**src/rtl/frame_capture_ctrl_if.sv**
```systemverilog
// Video stream and DMA buffer-swap signals shared by the capture
// controller and its environment.
interface frame_capture_ctrl_if;
    logic        stream_valid;
    logic        stream_sop;
    logic        stream_eop;
    logic        stream_ready_in;
    logic        stream_ready_out;
    logic        out_valid;
    logic [31:0] dma_write_addr;
    logic        dma_swap_req;
    logic        dma_swap_ack;

    modport master (
        output stream_valid, stream_sop, stream_eop,
        output stream_ready_in, dma_swap_ack,
        input  stream_ready_out, out_valid,
        input  dma_write_addr, dma_swap_req
    );

    modport slave (
        input  stream_valid, stream_sop, stream_eop,
        input  stream_ready_in, dma_swap_ack,
        output stream_ready_out, out_valid,
        output dma_write_addr, dma_swap_req
    );
endinterface

```
**src/rtl/frame_capture_ctrl.sv**
```systemverilog
// Double-buffered frame capture controller: gates a video stream into
// the DMA back buffer and swaps front/back on each completed frame.
module frame_capture_ctrl #(
    parameter logic [31:0] BUF0_ADDR    = 32'h0800_0000,
    parameter logic [31:0] BUF1_ADDR    = 32'h0804_0000,
    parameter int unsigned SWAP_TIMEOUT = 1024
) (
    input  logic                  clk,
    input  logic                  reset_n,
    input  logic                  cmd_start,
    input  logic                  cmd_single,
    input  logic                  cmd_stop,
    input  logic                  consumer_release,
    frame_capture_ctrl_if.slave   bus,
    output logic [31:0]           front_addr,
    output logic                  front_valid,
    output logic                  frame_done,
    output logic                  frame_abort,
    output logic [15:0]           frames_captured,
    output logic [15:0]           frames_dropped,
    output logic                  swap_timeout,
    output logic                  busy
);

    localparam int TW = $clog2(SWAP_TIMEOUT + 1);
    localparam logic [TW-1:0] TMO_LAST = TW'(SWAP_TIMEOUT - 1);

    typedef enum logic [2:0] {
        IDLE,
        ARM,
        CAPTURE,
        DROP,
        SWAP
    } state_e;

    state_e        state_q, state_d;
    logic          single_q, single_d;
    logic          stop_q, stop_d;
    logic [31:0]   front_q, front_d;
    logic [31:0]   back_q, back_d;
    logic          fv_q, fv_d;
    logic          bf_q, bf_d;
    logic [15:0]   cap_q, cap_d;
    logic [15:0]   drop_q, drop_d;
    logic          done_q, done_d;
    logic          abort_q, abort_d;
    logic          req_q, req_d;
    logic          tmo_q, tmo_d;
    logic          busy_q, busy_d;
    logic [TW-1:0] timer_q, timer_d;

    logic beat, sop_beat, eop_beat;

    function automatic logic [15:0] sat_inc(input logic [15:0] v);
        return (v == 16'hFFFF) ? v : v + 16'd1;
    endfunction

    // The SOP beat that opens a frame is forwarded from ARM already,
    // so the buffer receives the whole frame.
    always_comb begin
        bus.stream_ready_out = 1'b1;
        bus.out_valid        = 1'b0;
        unique case (state_q)
            ARM: begin
                if (bus.stream_sop && bf_q) begin
                    bus.stream_ready_out = bus.stream_ready_in;
                    bus.out_valid        = bus.stream_valid;
                end
            end
            CAPTURE: begin
                bus.stream_ready_out = bus.stream_ready_in;
                bus.out_valid        = bus.stream_valid;
            end
            SWAP:    bus.stream_ready_out = 1'b0;
            default: ;
        endcase
    end

    assign beat     = bus.stream_valid && bus.stream_ready_out;
    assign sop_beat = beat && bus.stream_sop;
    assign eop_beat = beat && bus.stream_eop;

    always_comb begin
        state_d  = state_q;
        single_d = single_q;
        stop_d   = stop_q;
        front_d  = front_q;
        back_d   = back_q;
        fv_d     = fv_q;
        bf_d     = bf_q;
        cap_d    = cap_q;
        drop_d   = drop_q;
        done_d   = 1'b0;
        abort_d  = 1'b0;
        tmo_d    = tmo_q;
        timer_d  = timer_q;

        if (consumer_release && fv_q) bf_d = 1'b1;
        if (cmd_start || cmd_single) tmo_d = 1'b0;

        unique case (state_q)
            IDLE: begin
                if (!cmd_stop && (cmd_start || cmd_single)) begin
                    state_d  = ARM;
                    single_d = cmd_single;
                end
            end
            ARM: begin
                if (cmd_stop) begin
                    state_d = IDLE;
                end else if (sop_beat) begin
                    if (!bf_q) begin
                        if (eop_beat) drop_d = sat_inc(drop_q);
                        else          state_d = DROP;
                    end else begin
                        state_d = eop_beat ? SWAP : CAPTURE;
                    end
                end
            end
            CAPTURE: begin
                if (cmd_stop) stop_d = 1'b1;
                if (sop_beat) begin
                    abort_d = 1'b1;
                    drop_d  = sat_inc(drop_q);
                end
                if (eop_beat) state_d = SWAP;
            end
            DROP: begin
                if (eop_beat) drop_d = sat_inc(drop_q);
                if (cmd_stop)      state_d = IDLE;
                else if (eop_beat) state_d = ARM;
            end
            SWAP: begin
                if (cmd_stop) stop_d = 1'b1;
                if (bus.dma_swap_ack) begin
                    front_d = back_q;
                    back_d  = front_q;
                    fv_d    = 1'b1;
                    // A coincident release frees the old front, now the back.
                    bf_d    = consumer_release && fv_q;
                    done_d  = 1'b1;
                    cap_d   = sat_inc(cap_q);
                    state_d = (single_q || stop_q || cmd_stop) ? IDLE : ARM;
                end else if (timer_q == TMO_LAST) begin
                    tmo_d   = 1'b1;
                    state_d = IDLE;
                end else begin
                    timer_d = timer_q + TW'(1);
                end
            end
            default: state_d = IDLE;
        endcase

        if (state_d == SWAP && state_q != SWAP) timer_d = '0;
        if (state_d == IDLE) stop_d = 1'b0;
        req_d  = (state_d == SWAP);
        busy_d = (state_d != IDLE);
    end

    always_ff @(posedge clk or negedge reset_n) begin
        if (!reset_n) begin
            state_q  <= IDLE;
            single_q <= 1'b0;
            stop_q   <= 1'b0;
            front_q  <= BUF1_ADDR;
            back_q   <= BUF0_ADDR;
            fv_q     <= 1'b0;
            bf_q     <= 1'b1;
            cap_q    <= '0;
            drop_q   <= '0;
            done_q   <= 1'b0;
            abort_q  <= 1'b0;
            req_q    <= 1'b0;
            tmo_q    <= 1'b0;
            busy_q   <= 1'b0;
            timer_q  <= '0;
        end else begin
            state_q  <= state_d;
            single_q <= single_d;
            stop_q   <= stop_d;
            front_q  <= front_d;
            back_q   <= back_d;
            fv_q     <= fv_d;
            bf_q     <= bf_d;
            cap_q    <= cap_d;
            drop_q   <= drop_d;
            done_q   <= done_d;
            abort_q  <= abort_d;
            req_q    <= req_d;
            tmo_q    <= tmo_d;
            busy_q   <= busy_d;
            timer_q  <= timer_d;
        end
    end

    assign bus.dma_write_addr = back_q;
    assign bus.dma_swap_req   = req_q;
    assign front_addr         = front_q;
    assign front_valid        = fv_q;
    assign frame_done         = done_q;
    assign frame_abort        = abort_q;
    assign frames_captured    = cap_q;
    assign frames_dropped     = drop_q;
    assign swap_timeout       = tmo_q;
    assign busy               = busy_q;

endmodule

```
**src/flat_wrapper.sv**
```systemverilog
// flat-port wrapper written by rule: the top's interface ports become plain ports
module frame_capture_ctrl_flat 
#(
    parameter logic [31:0] BUF0_ADDR    = 32'h0800_0000,
    parameter logic [31:0] BUF1_ADDR    = 32'h0804_0000,
    parameter int unsigned SWAP_TIMEOUT = 1024
)
  (clk, reset_n, cmd_start, cmd_single, cmd_stop, consumer_release, front_addr, front_valid, frame_done, frame_abort, frames_captured, frames_dropped, swap_timeout, busy, bus_stream_valid, bus_stream_sop, bus_stream_eop, bus_stream_ready_in, bus_dma_swap_ack, bus_stream_ready_out, bus_out_valid, bus_dma_write_addr, bus_dma_swap_req);
  frame_capture_ctrl_if bus_i ();
  input  logic clk;
  input  logic reset_n;
  input  logic cmd_start;
  input  logic cmd_single;
  input  logic cmd_stop;
  input  logic consumer_release;
  output logic [31:0] front_addr;
  output logic front_valid;
  output logic frame_done;
  output logic frame_abort;
  output logic [15:0] frames_captured;
  output logic [15:0] frames_dropped;
  output logic swap_timeout;
  output logic busy;
  input wire logic [$bits(bus_i.stream_valid)-1:0] bus_stream_valid;
  input wire logic [$bits(bus_i.stream_sop)-1:0] bus_stream_sop;
  input wire logic [$bits(bus_i.stream_eop)-1:0] bus_stream_eop;
  input wire logic [$bits(bus_i.stream_ready_in)-1:0] bus_stream_ready_in;
  input wire logic [$bits(bus_i.dma_swap_ack)-1:0] bus_dma_swap_ack;
  output wire logic [$bits(bus_i.stream_ready_out)-1:0] bus_stream_ready_out;
  output wire logic [$bits(bus_i.out_valid)-1:0] bus_out_valid;
  output wire logic [$bits(bus_i.dma_write_addr)-1:0] bus_dma_write_addr;
  output wire logic [$bits(bus_i.dma_swap_req)-1:0] bus_dma_swap_req;
  assign bus_i.stream_valid = bus_stream_valid;
  assign bus_i.stream_sop = bus_stream_sop;
  assign bus_i.stream_eop = bus_stream_eop;
  assign bus_i.stream_ready_in = bus_stream_ready_in;
  assign bus_i.dma_swap_ack = bus_dma_swap_ack;
  assign bus_stream_ready_out = bus_i.stream_ready_out;
  assign bus_out_valid = bus_i.out_valid;
  assign bus_dma_write_addr = bus_i.dma_write_addr;
  assign bus_dma_swap_req = bus_i.dma_swap_req;
  frame_capture_ctrl #(.BUF0_ADDR(BUF0_ADDR), .BUF1_ADDR(BUF1_ADDR), .SWAP_TIMEOUT(SWAP_TIMEOUT)) u_core (.clk(clk), .reset_n(reset_n), .cmd_start(cmd_start), .cmd_single(cmd_single), .cmd_stop(cmd_stop), .consumer_release(consumer_release), .bus(bus_i), .front_addr(front_addr), .front_valid(front_valid), .frame_done(frame_done), .frame_abort(frame_abort), .frames_captured(frames_captured), .frames_dropped(frames_dropped), .swap_timeout(swap_timeout), .busy(busy));
endmodule
```
**config.mk**
```make
export PLATFORM = sky130hd
export DESIGN_NAME = frame_capture_ctrl_flat
export DESIGN_NICKNAME = d
export VERILOG_FILES = /design/src/rtl/frame_capture_ctrl_if.sv /design/src/rtl/frame_capture_ctrl.sv /design/src/flat_wrapper.sv
export SDC_FILE = /design/constraint.sdc
export NUM_CORES = 1
export LEC_CHECK = 0
export ABC_CLOCK_PERIOD_IN_PS = 2700
export CORE_ASPECT_RATIO = 1.75
export CORE_MARGIN = 2
export CORE_UTILIZATION = 50
export CTS_BUF_LIST = sky130_fd_sc_hd__clkbuf_16
export DETAILED_ROUTE_END_ITERATION = 12
export HOLD_SLACK_MARGIN = 0.1
export PLACE_DENSITY = 0.79
export SETUP_SLACK_MARGIN = 0.4
export SLEW_MARGIN = 0
export SYNTH_ARGS = -nofsm -noshare
export SYNTH_HDL_FRONTEND = slang
export SYNTH_SLANG_ARGS = --single-unit
export TNS_END_PERCENT = 100
```
**constraint.sdc**
```tcl
create_clock -name clk -period 2.7 [get_ports clk]
set_clock_uncertainty 0.05 [all_clocks]
set_input_delay 0.81 -clock clk [delete_from_list [all_inputs] [get_ports clk]]
set_output_delay 0.81 -clock clk [all_outputs]
set_load 0.01 [all_outputs]
```
==> impl_metrics.tcl <==
set metrics [dict create \
    final_common_cell "sky130_fd_sc_hd__nand2_1" \
    peak_per_stage_delay_on_the_critical_path_ns 0.33 \
    max_freq_ghz 0.4247 \
    fin_nets 693 \
    cts.htree.levels 4 \
    placed_area_sq_um 6718 \
    detailed_route_wirelength_on_metal2_microns 7091 \
    max_cap_violations 0 \
    netlist_top_cells_area "sky130_fd_sc_hd__dfrtp_1 56%, sky130_fd_sc_hd__nand2_1 16%, sky130_fd_sc_hd__xnor2_1 3.6%, sky130_fd_sc_hd__xor2_1 3.1%, sky130_fd_sc_hd__dfstp_2 2.0%" \
    tritoncts_num_sinks 119 \
    hold_viol_final 0 \
    synth_async_sr_flop_share_pct 100.0 \
    route.detailed.wl_per_inst_microns 15.93 \
    unrepaired_setup_endpoints_after_global_routing "true" \
    fin_worst_hold_slack_ns 0.3679 \
    power.density_cell_area_nw_per_um2 637.2 \
    cts_buffers 17 \
    post_drt_via_cell_ratio 5.168 \
    finalSetupTns_ns 0 \
    vias_in_the_first_global_route 4431 \
    number_of_antenna_violations_at_the_first_check_in_global_routing 0 \
    top_level_ports 115 \
    worst_setup_hold_path_clk_slew_ns 0.05 \
    initial_core_util_pct 50.53 \
    cts_root_buf "sky130_fd_sc_hd__clkbuf_16" \
    final.setup.worst_slack_ns 0.3453 \
    chipWidth_microns 80.66 \
    ant_nets 0 \
    initialDrtViolationCount 197 \
    placed_cells_incl_taps 777 \
    chipHeight_microns 138.2 \
    layout-area-overhead-vs-synth_pct 44.53 \
    total_leakage_power_nw 3.611 \
    report.power.total_mw 4.736 \
    post_synth.cell_area_avg_sq_um 9.814 \
    number_of_optimization_iterations_in_the_first_detailed_route_pass 4 \
    setup_viol 0 \
    port-buffer-count 114 \
    timing.critical_path.arrival_ns 1.49 \
    timing.final.crit_share_pct 87.21 \
    wl_met1_microns 4860 \
    floorplan.die_area_sq_um 11140 \
    route.final.wire_length_microns 13050 \
    seq_area_frac_synth_pct 58.00 \
    synth.lib_cells_used.distinct 43 \
    tightest_slew_ns 0.5927 \
    synth_area_leader_cell "sky130_fd_sc_hd__dfrtp_1" \
    rr_startpoint "u_core.state_q[2]" \
    overflow 0 \
    synth-warning-count 0 \
    route.detailed.drc 0 \
    grt_pass1_wl_microns 21590 \
    final_max_slew_viol_count 0 \
    most-common-layout-cells "213 x sky130_fd_sc_hd__nand2_1, 100 x sky130_fd_sc_hd__clkdlybuf4s50_1, 100 x sky130_fd_sc_hd__dfrtp_1, 41 x sky130_fd_sc_hd__buf_4, 21 x sky130_fd_sc_hd__xnor2_1" \
    synth-edff-count 0 \
    grt_max_degree 58 \
    cp_data_required_time_ns 1.84 \
    cpLargestDelayFamily "simple AND/OR/NAND/NOR gates" \
    clock_insertion_delay_worst_skew_ns 0.40 \
    post-place-ws_ns -0.4495 \
    cpMostUsedCell "sky130_fd_sc_hd__buf_2" \
    worstPathCellList "buf_2 > nor4b_4 > a211oi_4 > buf_2" \
    number_of_nets_in_the_synthesized_netlist 538 \
    fin_util_pct 73.03 \
    synthesis.instances 524 \
    place.gp.congestion 0.7816 \
    endpoint_kind "primary output" \
    synth.top_cell.area_share_pct 55.96 \
    critical_path.slowest_cell "sky130_fd_sc_hd__nor4b_4" \
    postSynth.topFlopCell "sky130_fd_sc_hd__dfrtp_1" \
    design.core.area_sq_um 10180 \
    rows 49 \
    cts_tree "yes" \
    grt.total_usage_pct 24.79 \
    final-instance-count-excl-fill 819 \
    cp_max_fo 2 \
    criticalPathCategory "input port to primary output" \
    worst_hold_path_type "input port to async pin" \
    syn-cell-area_sq_um 5142 \
    detailroute.via_count 4233 \
    crit_buf_inv 2 \
    cts.path.max_buffers 2 \
    period_minus_slack_ns 2.355 \
    relSlewSlack_pct 60.49 \
    highest-signal-layer "met4" \
    detailed_place_hpwl_microns 8733 \
    layout_cell_share_with_drive_strength_beyond_1_pct 19.36 \
    cp-start-kind "input port" \
    synth-seq-cells 119 \
    finish.instance_area_sq_um 7432 \
    wl_met3_microns 855 \
    antennaDiodeCount 0 \
    run_status "finished clean" \
    ir_drop_mv 0.5242 \
    critical_path.startpoint "bus_stream_ready_in" \
]
[where the power goes]
part           switching [mW]  leakage (nW)  total (mW)  internal (mW)
clock network           0.785         0.260        2.03           1.25
logic                   0.327          1.74       0.696          0.369
registers               0.123          1.61        2.01           1.89
[flip-flops by register name, indices dropped and copies added (netlist names)]
register and cells:
u_core.bus.dma_write_addr 32, u_core.front_addr 32, u_core.frames_captured 16, u_core.frames_dropped 16
u_core.timer_q 11, u_core.state_q 3, u_core.bf_q 1, u_core.bus.dma_swap_req 1
u_core.busy 1, u_core.frame_abort 1, u_core.frame_done 1, u_core.front_valid 1
u_core.single_q 1, u_core.stop_q 1, u_core.swap_timeout 1
[layout make-up]
class	instances	area, sq um
clock buffer	17	425.4
clock inverter	15	115.1
fill	734	2745
inverter	8	30.03
multi-input combinational	373	2195
sequential	119	3002
tap	127	158.9
timing repair buffer	160	1506
[routing by layer]
metal | global-route usage [%] | up-vias
met3 | 8.290 | 22
met1 | 28.58 | 2046
met5 | 0 | -
li1 | - | 2028
met2 | 43.16 | 137
met4 | 7.047 | 0
[logic make-up (layout without fill, tap and decap cells)]
logic type	count (synthesis)	in the layout	share of synthesized area [%]
xor gates and xnor gates	39	39	6.642
muxes	3	3	0.6569
AOI/OAI and AO/OA	22	22	3.187
and+or+nand+nor	306	306	27.79
buffers and inverters	32	200	2.993
DFF	119	119	58.00
adders and majority gates	3	3	0.7300
[cell usage after synthesis, drive strengths merged, types with 2 or more instances]
cell / instances
nand4: 8
a32oi: 2
a21oi: 3
or2: 3
a31oi: 3
ha: 3
inv: 8
and3: 3
nor4b: 6
dfstp: 4
clkbuf: 17
o21a: 2
xor2: 18
buf: 7
and4: 7
dfrtp: 115
a41oi: 3
a22o: 2
xnor2: 21
mux2: 3
nand3: 13
nor3b: 3
nor3: 8
or4: 2
nand2b: 3
nor4: 10
nand2: 214
nor2: 18
o21ai: 3
and2: 4
[path summary, 6_finish.rpt]
check / end / slack, ns / cells after the start
setup / recovery: bus_stream_ready_out / 0.35 / 4
hold / removal: u_core.single_q / 0.37 / 1
setup reg to reg: u_core.frames_dropped[15] / 0.39 / 8
hold reg to reg: u_core.bus.dma_write_addr[27] / 0.41 / 2
max in group asynchronous: u_core.bus.dma_write_addr[27] / 1.52 / 2
min in group clk: u_core.bus.dma_write_addr[27] / 0.41 / 2
[timing repair]
action / CTS / global route
hold buffers: 0 / 0
pin swaps: 10 / 4
setup buffers: 7 / 2
endpoints found under the setup margin: 33 / 24
cloned: 1 / 0
resized for setup: 44 / 15
(Power assumes the default switching activity.)
